`src/rtl/vram_arbiter_if.sv`:
```
// Requester-side bus of the video RAM arbiter. It groups the VGA read port,
// the loader write port and the CPU load/store port.
interface vram_arbiter_if #(
    parameter int unsigned ADDR_W = 17,
    parameter int unsigned DATA_W = 32
);
    // VGA scan-out reader
    logic              vga_req;
    logic [ADDR_W-1:0] vga_addr;
    logic              vga_gnt;
    logic              vga_rvalid;
    logic [DATA_W-1:0] vga_rdata;

    // Image loader (write-only)
    logic              ld_req;
    logic [ADDR_W-1:0] ld_addr;
    logic [DATA_W-1:0] ld_wdata;
    logic              ld_gnt;

    // CPU load/store port
    logic              cpu_req;
    logic              cpu_we;
    logic [ADDR_W-1:0] cpu_addr;
    logic [DATA_W-1:0] cpu_wdata;
    logic              cpu_gnt;
    logic              cpu_rvalid;
    logic [DATA_W-1:0] cpu_rdata;

    // Requester side
    modport master (
        output vga_req, vga_addr,
        input  vga_gnt, vga_rvalid, vga_rdata,
        output ld_req, ld_addr, ld_wdata,
        input  ld_gnt,
        output cpu_req, cpu_we, cpu_addr, cpu_wdata,
        input  cpu_gnt, cpu_rvalid, cpu_rdata
    );

    // Arbiter side
    modport slave (
        input  vga_req, vga_addr,
        output vga_gnt, vga_rvalid, vga_rdata,
        input  ld_req, ld_addr, ld_wdata,
        output ld_gnt,
        input  cpu_req, cpu_we, cpu_addr, cpu_wdata,
        output cpu_gnt, cpu_rvalid, cpu_rdata
    );
endinterface

```
`src/rtl/vram_arbiter.sv`:
```
// Single-port video RAM arbiter. VGA has absolute priority, while the loader and
// the CPU share the remaining slots round-robin. It issues one registered RAM
// command per cycle and returns read data 2 cycles after the grant.
module vram_arbiter #(
    parameter int unsigned ADDR_W = 17,
    parameter int unsigned DATA_W = 32,
    parameter int unsigned CNT_W  = 16
) (
    input  logic              clk,
    input  logic              reset,
    vram_arbiter_if.slave     bus,
    output logic [ADDR_W-1:0] mem_addr,
    output logic              mem_we,
    output logic [DATA_W-1:0] mem_wdata,
    input  logic [DATA_W-1:0] mem_rdata,
    output logic [CNT_W-1:0]  conflict_cnt
);

    // Which of loader/CPU was served last. VGA grants leave it untouched.
    typedef enum logic {
        RrLoader = 1'b0,
        RrCpu    = 1'b1
    } rr_e;

    typedef enum logic [1:0] {
        OwnVga = 2'd0,
        OwnLd  = 2'd1,
        OwnCpu = 2'd2
    } owner_e;

    typedef struct packed {
        owner_e owner;
        logic   is_read;
    } tag_t;

    rr_e               rr_last_q, rr_last_d;
    logic [ADDR_W-1:0] mem_addr_q, mem_addr_d;
    logic [DATA_W-1:0] mem_wdata_q, mem_wdata_d;
    logic              mem_we_q, mem_we_d;
    tag_t              tag1_q, tag1_d, tag2_q;
    logic [CNT_W-1:0]  cnt_q, cnt_d;

    logic       vga_gnt, ld_gnt, cpu_gnt;
    logic [1:0] n_req;

    // Grant decode plus round-robin next state. Reset low blocks every grant.
    always_comb begin
        vga_gnt   = 1'b0;
        ld_gnt    = 1'b0;
        cpu_gnt   = 1'b0;
        rr_last_d = rr_last_q;
        if (reset) begin
            if (bus.vga_req) begin
                vga_gnt = 1'b1;
            end else if (bus.ld_req && bus.cpu_req) begin
                if (rr_last_q == RrLoader) begin
                    cpu_gnt = 1'b1;
                end else begin
                    ld_gnt = 1'b1;
                end
            end else if (bus.ld_req) begin
                ld_gnt = 1'b1;
            end else if (bus.cpu_req) begin
                cpu_gnt = 1'b1;
            end
        end
        if (ld_gnt) begin
            rr_last_d = RrLoader;
        end
        if (cpu_gnt) begin
            rr_last_d = RrCpu;
        end
    end

    // Next command and read tag from the winner. An idle cycle holds addr/data.
    always_comb begin
        mem_addr_d  = mem_addr_q;
        mem_wdata_d = mem_wdata_q;
        mem_we_d    = 1'b0;
        tag1_d      = '{owner: OwnVga, is_read: 1'b0};
        if (vga_gnt) begin
            mem_addr_d = bus.vga_addr;
            tag1_d     = '{owner: OwnVga, is_read: 1'b1};
        end else if (ld_gnt) begin
            mem_addr_d  = bus.ld_addr;
            mem_wdata_d = bus.ld_wdata;
            mem_we_d    = 1'b1;
            tag1_d      = '{owner: OwnLd, is_read: 1'b0};
        end else if (cpu_gnt) begin
            mem_addr_d  = bus.cpu_addr;
            mem_wdata_d = bus.cpu_wdata;
            mem_we_d    = bus.cpu_we;
            tag1_d      = '{owner: OwnCpu, is_read: ~bus.cpu_we};
        end
    end

    // Saturating count of cycles with two or more active requests.
    always_comb begin
        n_req = 2'(bus.vga_req) + 2'(bus.ld_req) + 2'(bus.cpu_req);
        cnt_d = cnt_q;
        if (n_req >= 2'd2 && cnt_q != {CNT_W{1'b1}}) begin
            cnt_d = cnt_q + CNT_W'(1);
        end
    end

    // State registers with synchronous active-low reset.
    always_ff @(posedge clk) begin
        if (!reset) begin
            rr_last_q   <= RrLoader;
            mem_addr_q  <= '0;
            mem_wdata_q <= '0;
            mem_we_q    <= 1'b0;
            tag1_q      <= '{owner: OwnVga, is_read: 1'b0};
            tag2_q      <= '{owner: OwnVga, is_read: 1'b0};
            cnt_q       <= '0;
        end else begin
            rr_last_q   <= rr_last_d;
            mem_addr_q  <= mem_addr_d;
            mem_wdata_q <= mem_wdata_d;
            mem_we_q    <= mem_we_d;
            tag1_q      <= tag1_d;
            tag2_q      <= tag1_q;
            cnt_q       <= cnt_d;
        end
    end

    assign bus.vga_gnt = vga_gnt;
    assign bus.ld_gnt  = ld_gnt;
    assign bus.cpu_gnt = cpu_gnt;

    // Both read ports see the raw RAM data. Only the stage-2 tag qualifies it.
    assign bus.vga_rvalid = tag2_q.is_read && (tag2_q.owner == OwnVga);
    assign bus.cpu_rvalid = tag2_q.is_read && (tag2_q.owner == OwnCpu);
    assign bus.vga_rdata  = mem_rdata;
    assign bus.cpu_rdata  = mem_rdata;

    assign mem_addr     = mem_addr_q;
    assign mem_we       = mem_we_q;
    assign mem_wdata    = mem_wdata_q;
    assign conflict_cnt = cnt_q;

endmodule

```
`src/flat_wrapper.sv`:
```
// flat-port wrapper written by rule: the top's interface ports become plain ports
module vram_arbiter_flat 
#(
    parameter int unsigned ADDR_W = 17,
    parameter int unsigned DATA_W = 32,
    parameter int unsigned CNT_W  = 16
)
  (clk, reset, mem_addr, mem_we, mem_wdata, mem_rdata, conflict_cnt, bus_vga_req, bus_vga_addr, bus_vga_gnt, bus_vga_rvalid, bus_vga_rdata, bus_ld_req, bus_ld_addr, bus_ld_wdata, bus_ld_gnt, bus_cpu_req, bus_cpu_we, bus_cpu_addr, bus_cpu_wdata, bus_cpu_gnt, bus_cpu_rvalid, bus_cpu_rdata);
  vram_arbiter_if #(.ADDR_W(ADDR_W), .DATA_W(DATA_W)) bus_i ();
  input  logic clk;
  input  logic reset;
  output logic [ADDR_W-1:0] mem_addr;
  output logic mem_we;
  output logic [DATA_W-1:0] mem_wdata;
  input  logic [DATA_W-1:0] mem_rdata;
  output logic [CNT_W-1:0] conflict_cnt;
  input wire logic [$bits(bus_i.vga_req)-1:0] bus_vga_req;
  input wire logic [$bits(bus_i.vga_addr)-1:0] bus_vga_addr;
  output wire logic [$bits(bus_i.vga_gnt)-1:0] bus_vga_gnt;
  output wire logic [$bits(bus_i.vga_rvalid)-1:0] bus_vga_rvalid;
  output wire logic [$bits(bus_i.vga_rdata)-1:0] bus_vga_rdata;
  input wire logic [$bits(bus_i.ld_req)-1:0] bus_ld_req;
  input wire logic [$bits(bus_i.ld_addr)-1:0] bus_ld_addr;
  input wire logic [$bits(bus_i.ld_wdata)-1:0] bus_ld_wdata;
  output wire logic [$bits(bus_i.ld_gnt)-1:0] bus_ld_gnt;
  input wire logic [$bits(bus_i.cpu_req)-1:0] bus_cpu_req;
  input wire logic [$bits(bus_i.cpu_we)-1:0] bus_cpu_we;
  input wire logic [$bits(bus_i.cpu_addr)-1:0] bus_cpu_addr;
  input wire logic [$bits(bus_i.cpu_wdata)-1:0] bus_cpu_wdata;
  output wire logic [$bits(bus_i.cpu_gnt)-1:0] bus_cpu_gnt;
  output wire logic [$bits(bus_i.cpu_rvalid)-1:0] bus_cpu_rvalid;
  output wire logic [$bits(bus_i.cpu_rdata)-1:0] bus_cpu_rdata;
  assign bus_i.vga_req = bus_vga_req;
  assign bus_i.vga_addr = bus_vga_addr;
  assign bus_vga_gnt = bus_i.vga_gnt;
  assign bus_vga_rvalid = bus_i.vga_rvalid;
  assign bus_vga_rdata = bus_i.vga_rdata;
  assign bus_i.ld_req = bus_ld_req;
  assign bus_i.ld_addr = bus_ld_addr;
  assign bus_i.ld_wdata = bus_ld_wdata;
  assign bus_ld_gnt = bus_i.ld_gnt;
  assign bus_i.cpu_req = bus_cpu_req;
  assign bus_i.cpu_we = bus_cpu_we;
  assign bus_i.cpu_addr = bus_cpu_addr;
  assign bus_i.cpu_wdata = bus_cpu_wdata;
  assign bus_cpu_gnt = bus_i.cpu_gnt;
  assign bus_cpu_rvalid = bus_i.cpu_rvalid;
  assign bus_cpu_rdata = bus_i.cpu_rdata;
  vram_arbiter #(.ADDR_W(ADDR_W), .DATA_W(DATA_W), .CNT_W(CNT_W)) u_core (.clk(clk), .reset(reset), .bus(bus_i), .mem_addr(mem_addr), .mem_we(mem_we), .mem_wdata(mem_wdata), .mem_rdata(mem_rdata), .conflict_cnt(conflict_cnt));
endmodule
```
`config.mk`:
```
export PLATFORM = sky130hd
export DESIGN_NAME = vram_arbiter_flat
export DESIGN_NICKNAME = d
export VERILOG_FILES = /design/src/rtl/vram_arbiter_if.sv /design/src/rtl/vram_arbiter.sv /design/src/flat_wrapper.sv
export SDC_FILE = /design/constraint.sdc
export NUM_CORES = 1
export LEC_CHECK = 0
export ABC_AREA = 1
export CAP_MARGIN = 20
export CORE_MARGIN = 2
export CORE_UTILIZATION = 30
export DETAILED_ROUTE_END_ITERATION = 16
export HOLD_SLACK_MARGIN = 0.08
export PLACE_DENSITY = 0.7
export SYNTH_ARGS = -nofsm -noshare
export SYNTH_HDL_FRONTEND = slang
export SYNTH_SLANG_ARGS = --single-unit
```
`constraint.sdc`:
```
create_clock -name clk -period 1.82 [get_ports clk]
set_clock_uncertainty 0.1 [all_clocks]
set_input_delay 0.364 -clock clk [delete_from_list [all_inputs] [get_ports clk]]
set_output_delay 0.364 -clock clk [all_outputs]
set_load 0.02 [all_outputs]
```
==> impl_metrics.tcl, run 1 <==
set metrics [dict create \
    status "finished, final reports clean" \
    die_area_sq_um 15130 \
    gr-usage-met1_pct 22.65 \
    cts_tree "built" \
    rr_endpoint "u_core.conflict_cnt[11]" \
    hpwlAfterDp_microns 9658 \
    insertedDiodeCount 0 \
    synth_area_sq_um 4248 \
    crit_type "in2out" \
    rows 43 \
    drt_first_iter_violations 180 \
    grt_busiest_layer "met2" \
    wire_per_inst_microns 14.36 \
    place.gp.congestion 0.7773 \
    nets 918 \
    dieWidth_microns 123.0 \
    insertion_delay_ns 0.34 \
    avgSynthCellArea_sq_um 6.930 \
    crit_buf_inv 4 \
    synth_edf_count 0 \
    synth_cells 613 \
    hold_path_class "reg2reg" \
    start_util_pct 30.60 \
    io_buffers 191 \
    ioPinCount 288 \
    die-height_microns 123.0 \
    multi_input_area_sq_um 1943 \
    ir_worst_vdd_uv 389.0 \
    worst_pin_slew_ns 0.3985 \
    setup_slack_ns 0.03953 \
    cp_slowest_cell "dlygate4sd2_1" \
    root_buffer "clkbuf_16" \
    grt_pass1_wl_microns 20900 \
    power_frac_seq_pct 38.1 \
    area_growth_pct 51.84 \
    max_freq_ghz 0.5617 \
    crit_path_end_kind "output port" \
    drc 0 \
    synth_top_area_cell "dfxtp_1" \
    vias 4409 \
    vias_per_cell 4.656 \
    hold_viol_final 0 \
    cts_buffer_depth 2 \
    cp.arrival_ns 1.32 \
    htreeDepth 3 \
    power_switching_mw 1.207 \
    grt_usage_pct 17.58 \
    synthTopCellsByCount "nand2_1, dfxtp_1, buf_4" \
    yosysMostFrequentCell "nand2_1" \
    synth_top_area_share_pct 34.40 \
    place_ws_ns -0.8062 \
    cts-buffers-inserted 9 \
    antenna_found_initial 0 \
    met3_usage_pct 4.474 \
    r2r-start "u_core.conflict_cnt[1]" \
    swShare_pct 26.44 \
    fill_cells 1432 \
    cp_top_family "buffers and inverters" \
    clkSinkCount 73 \
    synth.distinct_cells 32 \
    p_comb_share_pct 21.9 \
    grt-ovfl-total 0 \
    finalWirelength_microns 13600 \
    ant_nets 0 \
    first_pass_iters 4 \
    min_from "u_core.tag1_q[2]" \
    intPower_mw 3.357 \
    worstPathRequired_ns 1.36 \
    cpPeakStageDelay_ns 0.26 \
    grt_max_degree 46 \
    core_sq_um 13880 \
    drive_gt1_share_pct 11.21 \
    synth_seq_cells 73 \
    postSynth.asyncResetShare_pct 0 \
    timing.final.crit_share_pct 97.83 \
    reg2reg_setup_slack_ns 0.15 \
    synth.area.top_cells "dfxtp_1, nand2_1, buf_4" \
    synth-seq-area-share_pct 34.40 \
    start_kind "input pin" \
    grt_pass1_vias 4105 \
    clkPwrFrac_pct 40.0 \
    fin_crit_ns 1.780 \
    clk_pin_slew_worst_paths_ns 0.06 \
    synth_top_flop_cell "dfxtp_1" \
    finalMaxSlewViolations 0 \
    slew_headroom_pct 73.37 \
    power_density_nw_per_um2 707.6 \
    worst_hold_path.endpoint "u_core.tag2_q[2]" \
    grt.met2_usage_pct 28.00 \
    seqCellArea_sq_um 1463 \
    cap_violations 0 \
    yosysWarningCount 0 \
    reg2regPathDepth 9 \
    power_leakage_nw 2.865 \
    fin_setup_tns_ns 0 \
    min_path_cells 2 \
    path_cells "dlygate4sd2_1 -> buf_6 -> nor2_8 -> nand3_2 -> inv_1 -> buf_2" \
    synth.net_count 768 \
    cp_max_fo 4 \
    setup-violations-final 0 \
]
==> worst min-delay path: cells and delay by family, from the launching register on <==
| family | cells | cell delay [ns] |
|---|---|---|
| flops | 1 | 0.30 |
| simple gates | 1 | 0.04 |
| buf+inv | 1 | 0.04 |
==> metrics by stage <==
stage	util [%]	hold slack, ns	power (mW)	std cells	area [sq um]
4_1_cts	46.21	0.3116	4.621	947	6414
3_3_place_gp	43.97	0.2948	2.756	931	6103
2_1_floorplan	-	0.2905	2.398	613	4249
3_5_place_dp	43.97	0.2980	2.764	931	6103
6_report	46.47	0.3097	4.564	947	6450
5_1_grt	46.47	0.3380	4.778	947	6450
==> worst max path at each step <==
stage                                       from                 endpoint  slack [ns]  cells after the start
final                                bus_vga_req              bus_cpu_gnt        0.04                      6
after global routing                 bus_vga_req              bus_cpu_gnt       -0.02                      6
after CTS                   u_core.mem_wdata[29]            mem_wdata[29]       0.006                      1
after detailed placement             bus_cpu_req  u_core.conflict_cnt[10]       -0.81                      6
after global placement               bus_cpu_req  u_core.conflict_cnt[10]       -0.78                      6
after floorplan           u_core.conflict_cnt[1]   u_core.conflict_cnt[8]       0.008                      9
==> power by group through the flow <==
stage	registers [mW]	clock network, mW	logic, mW
final	1.74	1.83	0.999
after global routing	1.75	1.95	1.08
after CTS	1.74	1.88	1.00
after detailed placement	1.77	0	0.991
after global placement	1.77	0	0.987
after floorplan	1.88	0	0.518
==> placed cells by master, fill, tap and decap left out, drive strengths merged <==
cell type,count
dfxtp,73
inv,58
clkbuf,12
a21oi,27
xor2,4
nand3b,6
and2,11
nor2,21
a31oi,32
nor3,1
o21ai,39
nand4,34
ha,2
xnor2,3
buf,49
nor3b,1
clkdlybuf4s50,161
clkinv,1
dlygate4sd2,22
nand3,31
bufinv,1
nand2,172
clkinvlp,1
dlymetal6s2s,5
==> sequential cells by signal, summed over array words and instances (netlist names) <==
signal,cells
u_core.conflict_cnt,16
u_core.mem_addr,17
u_core.mem_wdata,32
u_core.mem_we,1
u_core.rr_last_q,1
u_core.tag1_q,3
u_core.tag2_q,3
==> routing by layer <==
layer / up-vias / routed length [microns]
met5: - / 0
met4: 0 / 286
met3: 35 / 875
met2: 128 / 6415
met1: 2006 / 6018
li1: 2240 / -
==> final cells by class <==
cell class / instances / share of cell area (%)
Multi-Input combinational cell: 384 / 30.13
Sequential cell: 73 / 22.68
Tap cell: 180 / 3.492
Clock buffer: 11 / 3.919
Clock inverter: 4 / 0.7953
Timing Repair Buffer: 238 / 35.64
Inverter: 57 / 3.356
==> cell families (layout without fill, tap and decap cells) <==
family	after synthesis	in the layout	synth area share [%]
buf+inv	156	310	20.47
compound gates	98	98	13.37
xor+xnor	7	7	1.443
simple gates	277	277	29.72
fa+ha+maj	2	2	0.5890
flops	73	73	34.40
==> timing repair <==
action | CTS | global route
hold buffers | 0 | 0
hold endpoints to repair | 0 | 0
resized for setup | 39 | 13
buffers inserted | 1 | 0
setup endpoints to repair | 86 | 42
pin swaps | 1 | 0
Note: power is estimated with default switching activity, not from simulation.
==> run 2: changes to the inputs <==
Settings changed: RECOVER_POWER set to 50.
==> run 2 against run 1 <==
Die area stayed put. Count of clock-buffer cells in the layout stayed put. Combinational power hardly changed. Final cell count stayed put. Total power hardly changed. Maximum frequency hardly changed. Core utilization stayed put. Sequential cell count stayed put. Final area stayed put.
==> impl_metrics.tcl, run 2 (synthesis gave the netlist of run 1 again) <==
set metrics [dict create \
    status "finished, final reports clean" \
    layout.core_utilization_pct 46.47 \
    final_cell_mix "nand2_1, clkdlybuf4s50_1, dfxtp_1" \
    start_util_pct 30.60 \
    slew_headroom_pct 73.37 \
    timing.final.crit_share_pct 97.83 \
    cts-buffers-inserted 9 \
    cts_tree "built" \
    finalWirelength_microns 13600 \
    grt_usage_pct 17.58 \
    power_switching_mw 1.207 \
    grt_max_degree 46 \
    finalPower_mw 4.564 \
    cap_violations 0 \
    antenna_found_initial 0 \
    layout_commonest_cell "nand2_1" \
    cp.arrival_ns 1.32 \
    path_cells "dlygate4sd2_1 -> buf_6 -> nor2_8 -> nand3_2 -> inv_1 -> buf_2" \
    worst_pin_slew_ns 0.3985 \
    grt_pass1_wl_microns 20900 \
    cpPeakStageDelay_ns 0.26 \
    insertedDiodeCount 0 \
    area_growth_pct 51.84 \
    fin_area_sq_um 6450 \
    intPower_mw 3.357 \
    clkPwrFrac_pct 40.0 \
    root_buffer "clkbuf_16" \
    io_buffers 191 \
    die-height_microns 123.0 \
    largest_reg_flops 32 \
    crit_path_end_kind "output port" \
    ir_worst_vdd_uv 389.0 \
    top_layer "met4" \
    dpl_cell_area_sq_um 6103 \
    dpl.cell_count 931 \
    dieWidth_microns 123.0 \
    start_kind "input pin" \
    swShare_pct 26.44 \
    hold_viol_final 0 \
    clkSinkCount 73 \
    wire_per_inst_microns 14.36 \
    vias 4409 \
    hold_slack_ns 0.3097 \
    max_freq_ghz 0.5617 \
    die_area_sq_um 15130 \
    clk_pin_slew_worst_paths_ns 0.06 \
    power_leakage_nw 2.865 \
    finalMaxSlewViolations 0 \
    core_sq_um 13880 \
    crit_type "in2out" \
    worstPathRequired_ns 1.36 \
    ant_nets 0 \
    power_density_nw_per_um2 707.6 \
    hpwlAfterDp_microns 9658 \
    rows 43 \
    hold_path_class "reg2reg" \
    cts_buffer_depth 2 \
    insertion_delay_ns 0.34 \
    grt-ovfl-total 0 \
    ioPinCount 288 \
    cp_slowest_cell "dlygate4sd2_1" \
    setup-violations-final 0 \
    finalNonFillerCells 947 \
    vias_per_cell 4.656 \
    drc 0 \
    crit_buf_inv 4 \
    wl_met2_microns 6414 \
    place.gp.congestion 0.7773 \
    drt_first_iter_violations 180 \
    fin_crit_ns 1.780 \
    cp_max_fo 4 \
    reg2reg_setup_slack_ns 0.15 \
    cp_top_family "buffers and inverters" \
    nets 918 \
    fill_cells 1432 \
    wl_met3_microns 875 \
    wl_met1_microns 6018 \
    first_pass_iters 4 \
    p_comb_share_pct 21.9 \
    drive_gt1_share_pct 11.21 \
    htreeDepth 3 \
    grt_pass1_vias 4105 \
    power_frac_seq_pct 38.1 \
]
run 2: cell count changes in the layout (fill, tap and decap cells not counted), sizes merged:
| cell | change |
|---|---|
| buf | -1 |
| clkbuf | +1 |
run 2: timing repair:
item,in CTS,in global routing
gates resized for setup,39,13
cloned,0,0
buffers inserted,1,0
pin swaps,1,0
hold buffers,0,0
setup endpoints to repair,86,42
hold endpoints to repair,0,0
run 2: worst paths after layout:
path                                        startpoint                 endpoint  cells past startpoint
worst max-delay path                       bus_vga_req              bus_cpu_gnt                      6
worst max register to register  u_core.conflict_cnt[1]  u_core.conflict_cnt[11]                      9
worst min-delay path                  u_core.tag1_q[2]         u_core.tag2_q[2]                      2
worst min register to register        u_core.tag1_q[2]         u_core.tag2_q[2]                      2
run 2: per-stage QoR:
stage	setup WS, ns	TNS (ns)
4_1_cts	0.006087	0
3_3_place_gp	-0.7811	-39.36
3_5_place_dp	-0.8062	-41.98
2_1_floorplan	0.008323	0
5_1_grt	-0.02394	-0.06624
6_report	0.03955	0
run 2: worst register-to-register path: stages (launching register included):
cell and delay, ns:
dfxtp_1 0.34, ha_2 0.21, nand3_2 0.12, nor2_4 0.13, nand2_4 0.06, buf_4 0.15
o21ai_4 0.16, buf_12 0.16, nand2_1 0.06, a21oi_1 0.14
run 2: metal layers:
metal | GRT usage, % | up-vias
li1 | - | 2240
met1 | 22.65 | 2006
met2 | 28.00 | 128
met3 | 4.474 | 35
met4 | 7.244 | 0
met5 | 0 | -
run 2: power by group through the flow:
stage | Clock, mW | Combinational, mW | Sequential (mW)
final | 1.83 | 0.999 | 1.74
after global routing | 1.95 | 1.08 | 1.75
after CTS | 1.88 | 1.00 | 1.74
after detailed placement | 0 | 0.991 | 1.77
after global placement | 0 | 0.987 | 1.77
after floorplan | 0 | 0.518 | 1.88
run 2: cell type report:
| cell class | instances | area [sq um] | area share [%] |
|---|---|---|---|
| clock inverter | 4 | 51.30 | 0.7953 |
| sequential | 73 | 1463 | 22.68 |
| tap | 180 | 225.2 | 3.492 |
| clock buffer | 11 | 252.7 | 3.919 |
| inverter | 57 | 216.5 | 3.356 |
| multi-input combinational | 384 | 1943 | 30.13 |
| timing repair buffer | 238 | 2298 | 35.64 |
==> run 3: changes to the inputs <==
Settings changed: CORE_MARGIN 2 to 10.
==> run 3 against run 2 <==
Hold slack improved by 0.0011 ns. Total power increased by 0.95%. Maximum frequency increased by 0.58%. Count of clock-buffer cells in the layout decreased by 1. Critical path depth decreased by 5. Sequential power about the same. Combinational power decreased by 2.0%. Sequential share of layout area increased by 0.34 points. Final cell count unchanged. Critical path type is now reg2out. Critical endpoint is now mem_addr[6]. Largest cell class unchanged.
==> impl_metrics.tcl, run 3 (synthesis gave the netlist of run 1 again) <==
set metrics [dict create \
    status "finished, final reports clean" \
    die_area_sq_um 19320 \
    insertion_delay_ns 0.33 \
    crit_type "reg2out" \
    ir_worst_vdd_uv 484.1 \
    ant_nets 0 \
    largest_reg_flops 32 \
    dpl_cell_area_sq_um 6093 \
    rsz0062_at_grt "no" \
    htreeDepth 3 \
    final_cell_mix "nand2_1, clkdlybuf4s50_1, dfxtp_1" \
    wl_met2_microns 7433 \
    drt_first_iter_violations 213 \
    fin_crit_ns 1.770 \
    vias 4346 \
    clkSinkCount 73 \
    cp_top_family "buffers and inverters" \
    crit_path_end_kind "output port" \
    timing.final.crit_share_pct 97.26 \
    cp_slowest_cell "clkdlybuf4s50_1" \
    power_leakage_nw 2.713 \
    start_util_pct 30.60 \
    hold_slack_ns 0.3108 \
    grt-ovfl-total 0 \
    max_freq_ghz 0.5649 \
    grt_max_degree 44 \
    first_pass_iters 6 \
    die-height_microns 139.0 \
    cap_violations 0 \
    hold_path_class "reg2reg" \
    finalWirelength_microns 14860 \
    drc 0 \
    root_buffer "clkbuf_16" \
    cpPeakStageDelay_ns 0.64 \
    cts-buffers-inserted 9 \
    wire_per_inst_microns 15.69 \
    cp_max_fo 2 \
    hpwlAfterDp_microns 11090 \
    clk_pin_slew_worst_paths_ns 0.06 \
    top_layer "met4" \
    antenna_found_initial 2 \
    ioPinCount 288 \
    finalMaxSlewViolations 0 \
    dieWidth_microns 139.0 \
    io_buffers 191 \
    hold_viol_final 0 \
    rows 43 \
    place.gp.congestion 0.7768 \
    fin_area_sq_um 6355 \
    setup-violations-final 0 \
    cts_buffer_depth 2 \
    core_sq_um 13880 \
    slew_headroom_pct 58.99 \
    vias_per_cell 4.589 \
    worstPathRequired_ns 1.36 \
    start_kind "register" \
    grt_pass1_vias 4085 \
    worst_pin_slew_ns 0.6151 \
    drive_gt1_share_pct 9.150 \
    path_cells "clkdlybuf4s50_1" \
    layout_commonest_cell "nand2_1" \
    grt_pass1_wl_microns 23250 \
    cp.arrival_ns 1.31 \
    area_growth_pct 49.60 \
    cts_tree "built" \
    power_density_nw_per_um2 725.0 \
    wl_met3_microns 1050 \
    crit_buf_inv 1 \
    grt_usage_pct 14.79 \
    wl_met1_microns 6160 \
    nets 915 \
]
run 3: metal layers:
layer	vias up	GRT usage [%]
met5	-	0
met4	0	4.064
met3	23	5.890
met2	128	24.96
met1	1956	16.90
li1	2239	-
run 3: what timing repair did:
| item | in CTS | in global routing |
|---|---|---|
| hold buffers | 0 | 0 |
| buffers inserted | 0 | 1 |
| setup endpoints to repair | 89 | 29 |
| pin swaps | 1 | 1 |
| gates resized for setup | 42 | 6 |
run 3: final timing paths:
| check | from | endpoint | slack (ns) | depth (start not counted) |
|---|---|---|---|---|
| max | u_core.mem_addr[6] | mem_addr[6] | 0.05 | 1 |
| min | u_core.tag1_q[1] | u_core.tag2_q[1] | 0.31 | 2 |
| max reg2reg | u_core.conflict_cnt[1] | u_core.conflict_cnt[9] | 0.12 | 9 |
| min reg2reg | u_core.tag1_q[1] | u_core.tag2_q[1] | 0.31 | 2 |
run 3: worst reg2reg max path, cell delays in order (launching register included):
cell and delay [ns]:
dfxtp_1 0.33, ha_1 0.19, nand3_2 0.12, nor2_4 0.14, nand2_4 0.07, buf_4 0.15, o21ai_4 0.18, buf_12 0.16
nand2_1 0.06, a21oi_1 0.14
run 3: area by class of cell:
type / instances / area [sq um]
Antenna cell: 2 / 5.005
Clock buffer: 10 / 229.0
Inverter: 57 / 219.0
Fill cell: 1445 / 7526
Multi-Input combinational cell: 384 / 1933
Timing Repair Buffer: 235 / 2198
Sequential cell: 73 / 1463
Clock inverter: 6 / 82.58
Tap cell: 180 / 225.2
run 3: metrics by stage:
step	setup WS (ns)	power, mW	TNS (ns)	util (%)	cells
after global placement	-0.7931	2.757	-39.50	43.90	928
after global routing	0.001209	4.832	0	45.76	946
after floorplan	0.008323	2.398	0	-	613
after detailed placement	-0.8636	2.764	-40.60	43.90	928
after CTS	0.01131	4.693	0	46.07	944
final	0.04983	4.607	0	45.78	947
run 3: power by group:
group / leakage (nW) / switching [mW] / total [mW] / internal, mW
logic: 1.96 / 0.464 / 0.979 / 0.515
registers: 0.598 / 0.0433 / 1.74 / 1.69
clock network: 0.152 / 0.699 / 1.89 / 1.19
